### src/rtl/multicycle_ctrl.sv
// Multicycle processor control unit: FETCH/DECODE/EXECUTE/MEM_ACCESS/WRITEBACK
// sequencing with illegal-opcode, overflow and memory-timeout traps.
module multicycle_ctrl #(
   parameter int MEM_TIMEOUT = 15,
   parameter int TYPE_W      = 4,
   parameter bit EN_OVF_TRAP = 1'b1
) (
   input  logic              CLK,
   input  logic              RES_N,
   input  logic [6:0]        opcode,
   input  logic              overflow,
   input  logic              memReady,
   input  logic              stall,
   output logic              instWrite,
   output logic              regWrite,
   output logic              aluSrcA,
   output logic              memRead,
   output logic              memWrite,
   output logic              memToReg,
   output logic              isFetch,
   output logic              isJump,
   output logic              isBranch,
   output logic [1:0]        aluSrcB,
   output logic [TYPE_W-1:0] instType,
   output logic              trap,
   output logic [1:0]        trapCause,
   output logic [2:0]        state
);

   typedef enum logic [2:0] {
      S_FETCH     = 3'b001,
      S_DECODE    = 3'b010,
      S_EXECUTE   = 3'b011,
      S_MEM       = 3'b100,
      S_WRITEBACK = 3'b101,
      S_TRAP      = 3'b110
   } state_t;

   localparam logic [6:0] OP_R     = 7'b0110011;
   localparam logic [6:0] OP_I     = 7'b0010011;
   localparam logic [6:0] OP_JALR  = 7'b1100111;
   localparam logic [6:0] OP_LOAD  = 7'b0000011;
   localparam logic [6:0] OP_STORE = 7'b0100011;
   localparam logic [6:0] OP_B     = 7'b1100011;
   localparam logic [6:0] OP_JAL   = 7'b1101111;
   localparam logic [6:0] OP_LUI   = 7'b0110111;
   localparam logic [6:0] OP_AUIPC = 7'b0010111;

   localparam logic [3:0] T_NONE  = 4'd0;
   localparam logic [3:0] T_R     = 4'd1;
   localparam logic [3:0] T_I     = 4'd2;
   localparam logic [3:0] T_JALR  = 4'd3;
   localparam logic [3:0] T_LOAD  = 4'd4;
   localparam logic [3:0] T_STORE = 4'd5;
   localparam logic [3:0] T_B     = 4'd6;
   localparam logic [3:0] T_JAL   = 4'd7;
   localparam logic [3:0] T_LUI   = 4'd8;
   localparam logic [3:0] T_AUIPC = 4'd9;

   localparam logic [1:0] C_ILLEGAL = 2'b01;
   localparam logic [1:0] C_OVF     = 2'b10;
   localparam logic [1:0] C_TIMEOUT = 2'b11;

   localparam logic [7:0] LP_TIMEOUT = 8'(MEM_TIMEOUT);

   state_t     r_state;
   state_t     w_state_next;
   logic [7:0] r_wait;
   logic [7:0] w_wait_inc;
   logic [1:0] r_cause;
   logic [1:0] w_cause_next;
   logic [3:0] w_type;
   logic       w_is_load;
   logic       w_is_store;
   logic       w_is_arith;
   logic       w_timeout;
   logic       w_counting;

   always_comb begin
      w_type = T_NONE;
      case (opcode)
         OP_R:     w_type = T_R;
         OP_I:     w_type = T_I;
         OP_JALR:  w_type = T_JALR;
         OP_LOAD:  w_type = T_LOAD;
         OP_STORE: w_type = T_STORE;
         OP_B:     w_type = T_B;
         OP_JAL:   w_type = T_JAL;
         OP_LUI:   w_type = T_LUI;
         OP_AUIPC: w_type = T_AUIPC;
         default:  w_type = T_NONE;
      endcase
   end

   assign w_is_load  = (w_type == T_LOAD);
   assign w_is_store = (w_type == T_STORE);
   assign w_is_arith = (w_type == T_R) || (w_type == T_I);

   // Timeout fires on the cycle whose increment would reach MEM_TIMEOUT,
   // so exactly MEM_TIMEOUT waiting cycles are spent before the trap.
   assign w_wait_inc = r_wait + 8'd1;
   assign w_timeout  = !memReady && (w_wait_inc == LP_TIMEOUT);
   assign w_counting = ((r_state == S_FETCH) || (r_state == S_MEM)) && !memReady && !stall;

   always_comb begin
      w_state_next = r_state;
      w_cause_next = r_cause;
      case (r_state)
         S_FETCH: begin
            if (!stall) begin
               if (memReady) begin
                  w_state_next = S_DECODE;
               end else if (w_timeout) begin
                  w_state_next = S_TRAP;
                  w_cause_next = C_TIMEOUT;
               end
            end
         end
         S_DECODE: begin
            if (!stall) begin
               if (w_type == T_NONE) begin
                  w_state_next = S_TRAP;
                  w_cause_next = C_ILLEGAL;
               end else begin
                  w_state_next = S_EXECUTE;
               end
            end
         end
         S_EXECUTE: begin
            if (!stall) begin
               if (w_type == T_B) begin
                  w_state_next = S_FETCH;
               end else if (w_is_load || w_is_store) begin
                  w_state_next = S_MEM;
               end else if (EN_OVF_TRAP && overflow && w_is_arith) begin
                  w_state_next = S_TRAP;
                  w_cause_next = C_OVF;
               end else begin
                  w_state_next = S_WRITEBACK;
               end
            end
         end
         S_MEM: begin
            if (!stall) begin
               if (!(w_is_load || w_is_store)) begin
                  w_state_next = S_FETCH;
               end else if (memReady) begin
                  w_state_next = w_is_load ? S_WRITEBACK : S_FETCH;
               end else if (w_timeout) begin
                  w_state_next = S_TRAP;
                  w_cause_next = C_TIMEOUT;
               end
            end
         end
         S_WRITEBACK: begin
            if (!stall) begin
               w_state_next = S_FETCH;
            end
         end
         S_TRAP:  w_state_next = S_FETCH;
         default: w_state_next = S_FETCH;
      endcase
   end

   always_ff @(posedge CLK or negedge RES_N) begin
      if (!RES_N) begin
         r_state <= S_FETCH;
         r_wait  <= 8'd0;
         r_cause <= 2'b00;
      end else begin
         r_state <= w_state_next;
         if (w_state_next != r_state) begin
            r_wait <= 8'd0;
         end else if (w_counting) begin
            r_wait <= w_wait_inc;
         end
         if ((w_state_next == S_TRAP) && (r_state != S_TRAP)) begin
            r_cause <= w_cause_next;
         end
      end
   end

   always_comb begin
      instWrite = 1'b0;
      regWrite  = 1'b0;
      aluSrcA   = 1'b0;
      memRead   = 1'b0;
      memWrite  = 1'b0;
      memToReg  = 1'b0;
      isFetch   = 1'b0;
      isJump    = 1'b0;
      isBranch  = 1'b0;
      aluSrcB   = 2'b00;
      instType  = '0;
      trap      = 1'b0;
      case (r_state)
         S_FETCH: begin
            isFetch   = 1'b1;
            memRead   = 1'b1;
            instWrite = memReady;
         end
         S_EXECUTE: begin
            instType = TYPE_W'(w_type);
            case (w_type)
               T_I, T_LOAD, T_STORE, T_LUI: aluSrcB = 2'b01;
               T_JALR, T_JAL: begin
                  aluSrcA = 1'b1;
                  aluSrcB = 2'b10;
                  isJump  = 1'b1;
               end
               T_B: isBranch = 1'b1;
               T_AUIPC: begin
                  aluSrcA = 1'b1;
                  aluSrcB = 2'b01;
               end
               default: ;
            endcase
         end
         S_MEM: begin
            memRead  = w_is_load;
            memWrite = w_is_store;
         end
         S_WRITEBACK: begin
            regWrite = 1'b1;
            memToReg = w_is_load;
         end
         S_TRAP:  trap = 1'b1;
         default: ;
      endcase
      // Write strobes must never fire while frozen or while reset is held.
      if ((stall && (r_state != S_TRAP)) || !RES_N) begin
         regWrite  = 1'b0;
         memWrite  = 1'b0;
         instWrite = 1'b0;
      end
   end

   assign trapCause = r_cause;
   assign state     = r_state;

endmodule

### config.mk
export PLATFORM = sky130hd
export DESIGN_NAME = multicycle_ctrl
export DESIGN_NICKNAME = d
export VERILOG_FILES = /design/src/rtl/multicycle_ctrl.sv
export SDC_FILE = /design/constraint.sdc
export NUM_CORES = 1
export LEC_CHECK = 0
export BUFFER_PORTS_ARGS = -buffer_cell sky130_fd_sc_hd__buf_2
export CAP_MARGIN = 20
export CORE_MARGIN = 3
export CORE_UTILIZATION = 40
export DETAILED_ROUTE_END_ITERATION = 10
export GPL_TIMING_DRIVEN = 0
export PLACE_DENSITY = 0.71
export SLEW_MARGIN = 10
export SYNTH_ARGS = -nofsm -noshare
export SYNTH_HDL_FRONTEND = slang
export SYNTH_SLANG_ARGS = --single-unit
### constraint.sdc
create_clock -name CLK -period 2.1 [get_ports CLK]
set_input_delay 0.42 -clock CLK [delete_from_list [all_inputs] [get_ports CLK]]
set_output_delay 0.42 -clock CLK [all_outputs]
set_load 0.005 [all_outputs]
Yosys cells after proc, flatten, opt, wreduce, memory -nomap -nowiden

Index checks and enable logic that the tools add are counted.
W data, S select, Z words.

Register bits: 13
Bits in latches: 0
RAM bits: 0
Memory bits (read-only): 0
Bits of input ports: 12
Output and inout bits: 21
Word-level logic and storage cells: 110
Memories kept: 0

Add/sub/neg operators: 1
Multiply operators: 0
Div/mod/pow operators: 0
$lt $le $gt $ge: 0
Eq/ne operators: 37
Shift operators: 0
Mux-type cells: 49
Bitwise operators: 0
Reduce and logical (&&, ||, !) cells: 20

Operators by type and width:

| operator              | count |
|---|---|
| $mux W3               | 12 |
| $pmux W4 S9           | 1 |
| $mux W2               | 14 |
| $eq A7 B6 Y1 const B  | 3 |
| $eq A7 B7 Y1 const B  | 3 |
| $eq A4 B3 Y1 const B  | 4 |
| $mux W8               | 2 |
| $ne A2 B2 Y1 const B  | 8 |
| $mux W1               | 15 |
| $pmux W3 S5           | 1 |
| $eq A7 B5 Y1 const B  | 2 |
| $eq A3 B3 Y1 const B  | 4 |
| $reduce_and A11 Y1    | 1 |
| $add A8 B1 Y8 const B | 1 |
| $eq A4 B2 Y1 const B  | 2 |
| $eq A4 B4 Y1 const B  | 2 |
| $eq A8 B4 Y1 const B  | 1 |
| $pmux W2 S4           | 1 |
| $eq A7 B2 Y1 const B  | 1 |
| $eq A3 B2 Y1 const B  | 2 |
| $logic_and A1 B1 Y1   | 6 |
| $reduce_or A5 Y1      | 1 |
| $eq A4 B1 Y1 const B  | 1 |
| $logic_not A4 Y1      | 1 |
| other kinds (13)      | 18 |

Logic depth before layout (Yosys ltp)

Gate-level depths: netlist of the first run.

Depth in word-level cells: 13
Gate-level depth with buffers: 8

Worst setup path before layout of the first run

Ideal clock, no wire load.

Path type: reg-to-output
Start point: register r_state[0] (netlist: state[0])
End point: output aluSrcA
Arrival time: 1.636 ns
Slack: 0.044 ns
Stages on the path, launching flop included: 6
Cell sequence: dfstp_2 > nor2b_2 > nand2_1 > a2111oi_2 > and3_1 > a31o_2

Longest elaborated chain between the ends: 2

Ends and longest elaborated chain:

| item                   | line | source |
|---|---|---|
| from (decl)            | 66   | `state_t r_state;` |
| from (signal assigned) | 171  | `r_state <= w_state_next;` |
| $eq A3 B2 Y1           | 196  | `case (r_state)` |
| $mux W1                | 196  |  |
| to (decl)              | 16   | `output logic aluSrcA,` |

Every way passes these cells.

Worst setup path after layout of the first run

Start point: input opcode[2]
End point: output aluSrcA

Longest elaborated chain between the ends: 6
Elaborated cells on any way between the ends: 16
Classes of those cells: eq/ne: 12; mux: 3; reduce/logical: 1

Ends and longest elaborated chain:

| item                                  | line | source |
|---|---|---|
| from (decl)                           | 10   | `input logic [6:0] opcode,` |
| $eq A7 B5 Y1 (tied with other cells)  | 81   | `case (opcode)` |
| $pmux W4 S9 (*)                       | 81   |  |
| $eq A4 B4 Y1 (tied with other cells)  | 204  | `case (w_type)` |
| $reduce_or A3 Y1 (no source line) (*) | n/a  |  |
| $mux W1 (*)                           | 204  |  |
| $mux W1 (*)                           | 196  |  |

Every way passes the cells marked *; elsewhere a longest branch is shown, timed or not.

==> run_results.csv, run 1 <==
group,metric,value,unit
outcome,status,"finished with violations",
outcome,violations,"setup timing",
place,hpwl,2789,um
power_and_ir_drop,p_int,0.8654,mW
sta,skew,0.001383,ns
synthesis,ys_ff_latch,13,
cts,clkLatencyLatePin,0.28,ns
synthesis,syn_nets,184,
power_and_ir_drop,switching_share,43.72,%
grt,grt_overflow,0,
cts,cts_root_buf,"clkbuf_4",
cells_and_area,final_util,58.36,%
sta,setup_violations,2,
cts,max-clock-path-buffers,2,
route,totalWireLength,4072,um
route,num_vias,1535,
cts,cts_tree,"done",
worst_setup_path,ff2ff_setup_slack,0.02,ns
synthesis,yosysWarningCount,0,
floorplan,fp-row-count,21,
power_and_ir_drop,p_comb_share,65.6,%
worst_setup_path,path_delay_family,"compound AO/OA/AOI/OAI gates",
worst_setup_path,crit_slowest_cell,"a2111oi_4",
sta,slew_violations,0,
sta,grt_setup_unrepaired,"yes",
worst_setup_path,path_cells,"buf_2, buf_2, inv_2, a31oi_1, a2111oi_4, and3_4, a31o_4, buf_6",
grt,grt_max_degree,17,
worst_setup_path,worst-path-buf-inv,4,
floorplan,die_h,65.87,um
cells_and_area,num-nets-final,234,
place,dp.cells,246,
floorplan,die_w,65.87,um
floorplan,core-area,3390,um^2
synthesis,syn_area,1434,um^2
worst_setup_path,cpMostUsedCell,"buf_2",
sta,layout_setup_ws,-0.05098,ns
synthesis,async_flop_share,100.0,%
cts,cts_htree_levels,1,
place,placed_area,1642,um^2
synthesis,synth_edf_count,0,
worst_setup_path,max_stage_delay,0.30,ns
power_and_ir_drop,p_sw,0.6722,mW
floorplan,die-area,4339,um^2
route,ant_nets,0,
cts,clkTransAtPathRegs,0.08,ns
cells_and_area,nFillCells,300,
cells_and_area,final_cells,265,
worst_setup_path,critical_path_class,"primary input to output port",
worst_setup_path,crit_path_start_kind,"primary input",
grt,antenna_found_initial,0,
synthesis,synth_seq_area_share,22.77,%
cts,cts_sinks,13,
worst_setup_path,cp_max_fo,10,
place,gp_congestion,0.8387,
synthesis,syn_avg_cell_area,8.435,um^2
power_and_ir_drop,power_density,777.3,nW/um^2
grt,grt_pass1_wl,6348,um
route,viasPerCell,5.792,
worst_setup_path,required,1.68,ns
cts,ctsHoldBuffers,0,
cells_and_area,syn_to_final_growth,37.96,%
cells_and_area,design_area,1978,um^2
run,maxCapViolCount,0,
grt,grt_usage,18.40,%
power_and_ir_drop,p_leak,0.8375,nW
sta,hold_violations,0,
synthesis,synth_ff_type,"dfrtp_1",
sta,max_freq,0.4649,GHz
sta,slew-limit-headroom,65.73,%
worst_setup_path,crit_path_end_kind,"output port",
place,place.port_buffers,30,
synthesis,synth_cell_types,60,
worst_setup_path,arrival,1.73,ns
route,drc,0,
floorplan,num_io_pins,33,
sta,fin_crit,2.151,ns
place,pre_cts_slack,-0.1695,ns
grt,grt_pass1_vias,1342,
cells_and_area,drive_gt1_share,44.75,%
cts,numCtsBuffers,3,
route,first_iter_violations,70,
synthesis,synthCells,170,
power_and_ir_drop,max-vdd-ir-drop,649.2,uV
floorplan,start_util,42.30,%
min_path,hold_path_class,"primary input to async pin",
sta,final.period_utilization,102.4,%
route,wl_per_cell,15.37,um
power_and_ir_drop,seq_power_share,24.2,%
power_and_ir_drop,pwr-share-clk,10.2,%
sta,worst_pin_slew,0.5106,ns
cells_and_area,antennaDiodeCount,0,
route,first_pass_iters,4,
-- path summary, 6_finish.rpt --
path                                                from                        to  cells past startpoint
worst max-delay path                           opcode[2]                   aluSrcA                      8
worst min register to register  trapCause[0]$_DFFE_PN0P_  trapCause[0]$_DFFE_PN0P_                      1
min in group CLK                trapCause[0]$_DFFE_PN0P_  trapCause[0]$_DFFE_PN0P_                      1
worst max register to register     r_wait[1]$_DFFE_PN0P_     r_wait[1]$_DFFE_PN0P_                      7
worst min-delay path                               RES_N  trapCause[1]$_DFFE_PN0P_                      1
max in group asynchronous                          RES_N        state[0]$_DFF_PN1_                      1
-- cells by family after synthesis --
| kind of cell | Yosys count | share of synthesized area [%] |
|---|---|---|
| xor+xnor | 8 | 4.887 |
| compound gates | 44 | 25.31 |
| mux | 4 | 2.880 |
| buf+inv | 15 | 6.108 |
| simple gates | 84 | 36.30 |
| flops | 13 | 22.78 |
| fa+ha+maj | 2 | 1.745 |
-- flip-flops by register name, summed over array words and instances, names as in the netlist --
register	cells
r_wait	8
state	3
trapCause	2
-- per-layer routing --
| metal | wire length [um] | GRT usage (%) | vias to the layer above |
|---|---|---|---|
| met1 | 1672 | 24.25 | 725 |
| met5 | 0 | 0 | - |
| met4 | 21 | 3.109 | 0 |
| met3 | 249 | 2.721 | 6 |
| met2 | 2129 | 31.91 | 65 |
| li1 | - | - | 739 |
-- layout make-up --
| class | count | area (um^2) | share of cell area (%) |
|---|---|---|---|
| well taps | 46 | 57.56 | 2.910 |
| inverters | 6 | 22.52 | 1.139 |
| clock buffers | 4 | 26.28 | 1.328 |
| multi-input cells | 142 | 1196 | 60.47 |
| repair buffers | 45 | 280.3 | 14.17 |
| flip-flops and latches | 13 | 330.3 | 16.70 |
| plain buffers | 9 | 65.06 | 3.289 |
-- repair_timing --
action	in CTS	in global routing
endpoints found under the setup margin	17	17
pin swaps	4	9
buffers inserted	10	5
gates resized for setup	18	25
endpoints found under the hold margin	0	0
-- through the flow --
stage | hold slack (ns) | total power [mW] | TNS, ns
finish | 0.03342 | 1.538 | -0.06919
global route | 0.04140 | 1.657 | -0.8510
CTS | 0.03549 | 1.429 | -0.02371
detailed placement | 0.3466 | 1.108 | -1.290
global placement | 0.3432 | 1.101 | -0.8777
floorplan | 0.1244 | 0.8977 | 0
-- placed cells by master, fill, tap and decap left out, drive strengths merged, types with 3 or more instances in the layout --
master | synthesis | final
clkbuf | 0 | 4
xnor2 | 5 | 5
a2111oi | 3 | 3
and4 | 4 | 4
buf | 9 | 54
and2 | 3 | 3
mux2i | 3 | 3
nor2b | 6 | 6
nor3b | 3 | 3
inv | 6 | 6
and3b | 4 | 4
a31oi | 4 | 4
and3 | 5 | 5
nor2 | 17 | 17
o41ai | 3 | 3
dfrtp | 12 | 12
xor2 | 3 | 3
nand2 | 15 | 15
o21ai | 9 | 9
nand4 | 6 | 6
a21oi | 8 | 8
nand3 | 8 | 8
-- power groups by stage --
stage | Sequential [mW] | Clock [mW] | Combinational [mW]
floorplan | 0.360 | 0 | 0.538
CTS | 0.369 | 0.164 | 0.896
finish | 0.373 | 0.157 | 1.01
global placement | 0.367 | 0 | 0.734
global route | 0.383 | 0.178 | 1.10
detailed placement | 0.370 | 0 | 0.738
-- synthesized netlist by cell type, types with 4 or more instances --
cell type  instances  area share [%]
nor2_1            17             4.5
and4_1             4             2.4
dfrtp_1           12              21
nand4_1            5             2.2
nor2b_1            5             2.2
nand3_1            7             2.4
nand2_1           15             3.9
and3_1             4             1.7
a31oi_1            4             1.7
xnor2_1            5             3.1
o21ai_0            7             2.4
and3b_1            4             2.4
buf_2              4             1.4
a21oi_1            8             2.8
inv_1              6             1.6
Power figures use the tool's default switching activity.
==> inputs of run 2 (changes only) <==
- SKIP_CTS_REPAIR_TIMING: default -> 1
==> run_results.csv, run 2 (synthesized netlist as in run 1, its figures left out) <==
group,metric,value,unit
outcome,status,"finished with violations",
outcome,violations,"setup timing",
route,drc,0,
floorplan,fp-row-count,21,
grt,grt_pass1_vias,1276,
cells_and_area,syn_to_final_growth,35.43,%
cells_and_area,antennaDiodeCount,0,
cts,cts_root_buf,"clkbuf_4",
cells_and_area,final_cell_mix,"buf_2 (34), buf_4 (16), nor2_1 (14), nand2_1 (14), dfrtp_1 (10)",
worst_setup_path,cp_max_fo,6,
min_path,hold_path_class,"primary input to async pin",
route,totalWireLength,4005,um
worst_setup_path,critical_path_class,"register to output port",
cells_and_area,num-nets-final,234,
sta,whs,0.04184,ns
floorplan,num_io_pins,33,
grt,grt_overflow,0,
sta,slew_violations,0,
sta,layout_setup_ws,-0.09955,ns
run,maxCapViolCount,0,
grt,grt_pass1_wl,6072,um
worst_setup_path,crit_path_end_kind,"output port",
place,place.port_buffers,30,
power_and_ir_drop,max-vdd-ir-drop,480.2,uV
worst_setup_path,arrival,1.78,ns
cts,clkLatencyLatePin,0.28,ns
place,hpwl,2789,um
place,gp_congestion,0.8387,
cts,max-clock-path-buffers,2,
floorplan,die-area,4339,um^2
power_and_ir_drop,p_leak,0.8252,nW
cells_and_area,drive_gt1_share,42.47,%
worst_setup_path,path_cells,"nor2b_4, nand2_4, a2111oi_4, and3_4, a31o_2, buf_2",
sta,skew,0.001512,ns
cts,cts_htree_levels,1,
power_and_ir_drop,power_density,800.3,nW/um^2
route,first_iter_violations,94,
sta,setup_violations,11,
route,first_pass_iters,4,
route,ant_nets,0,
cells_and_area,nFillCells,300,
cts,cts_sinks,13,
sta,hold_violations,0,
grt,grt_usage,17.64,%
sta,fin_crit,2.200,ns
worst_setup_path,crit_slowest_cell,"dfstp_2",
floorplan,die_h,65.87,um
worst_setup_path,max_stage_delay,0.54,ns
grt,antenna_found_initial,0,
worst_setup_path,path_delay_family,"flip-flops",
worst_setup_path,crit_path_start_kind,"register",
sta,max_freq,0.4546,GHz
route,viasPerCell,5.611,
worst_setup_path,worst-path-buf-inv,1,
sta,grt_setup_unrepaired,"yes",
route,wl_per_cell,15.11,um
sta,final.period_utilization,104.7,%
cells_and_area,largest_register,"r_wait",
cts,clkTransAtPathRegs,0.08,ns
sta,fin_setup_tns,-0.4963,ns
sta,worst_pin_slew,0.5262,ns
worst_setup_path,required,1.68,ns
sta,slew-limit-headroom,64.68,%
cts,cts_tree,"done",
route,num_vias,1487,
floorplan,core-area,3390,um^2
floorplan,start_util,42.30,%
cells_and_area,final_common_cell,"buf_2",
cells_and_area,largest_reg_flops,8,
floorplan,die_w,65.87,um
cts,numCtsBuffers,3,
grt,grt_max_degree,17,
==> run 2: cell counts in the layout (fill, tap and decap cells not counted) <==
No cell type changed its count.
==> run 2: worst paths after layout <==
check / startpoint / end / slack [ns] / cells after the start
worst max-delay path: state[0]$_DFF_PN1_ / aluSrcA / -0.1 / 6
worst min-delay path: RES_N / trapCause[1]$_DFFE_PN0P_ / 0.04 / 1
worst max register to register: r_wait[1]$_DFFE_PN0P_ / r_wait[1]$_DFFE_PN0P_ / -0.06 / 7
worst min register to register: trapCause[0]$_DFFE_PN0P_ / trapCause[0]$_DFFE_PN0P_ / 0.52 / 1
max in group asynchronous: RES_N / state[0]$_DFF_PN1_ / 1.76 / 1
min in group CLK: trapCause[0]$_DFFE_PN0P_ / trapCause[0]$_DFFE_PN0P_ / 0.52 / 1
==> run 2: layout make-up <==
type	instances	area (um^2)	area share, %
well taps	46	57.56	2.964
inverters	6	25.02	1.289
repair buffers	45	270.3	13.92
clock buffers	4	26.28	1.353
multi-input cells	142	1169	60.18
flip-flops and latches	13	329.1	16.95
plain buffers	9	65.06	3.351
==> run 2: worst register-to-register path: stages, from the launching register on <==
cell and delay [ns]:
dfrtp_2 0.45, buf_4 0.17, a21boi_0 0.36, o211ai_4 0.17
a2111oi_4 0.43, a2111oi_4 0.10, nand4_4 0.18, and3b_1 0.20
==> run 2: power by group <==
| group | switching [mW] | total [mW] | internal [mW] |
|---|---|---|---|
| Clock | 0.0826 | 0.156 | 0.0737 |
| Combinational | 0.525 | 1.02 | 0.500 |
| Sequential | 0.0693 | 0.373 | 0.304 |
| Total | 0.677 | 1.55 | 0.877 |
==> run 2: per-stage QoR <==
stage / power, mW / instance area (um^2) / std cells / utilization, % / worst slack (ns)
after floorplan: 0.8977 / 1434 / 170 / - / 0.04423
after global placement: 1.101 / 1642 / 246 / 48.43 / -0.1337
after detailed placement: 1.108 / 1642 / 246 / 48.43 / -0.1695
after CTS: 1.274 / 1668 / 250 / 49.21 / -0.4498
after global routing: 1.670 / 1942 / 265 / 57.29 / -0.1929
final: 1.554 / 1942 / 265 / 57.29 / -0.09955
==> run 2: per-layer routing <==
metal | routed length (um) | vias up | global-route usage [%]
met4 | 36 | 0 | 3.886
met2 | 2037 | 31 | 29.79
li1 | - | 736 | -
met5 | 0 | - | 0
met1 | 1789 | 714 | 23.27
met3 | 141 | 6 | 3.061
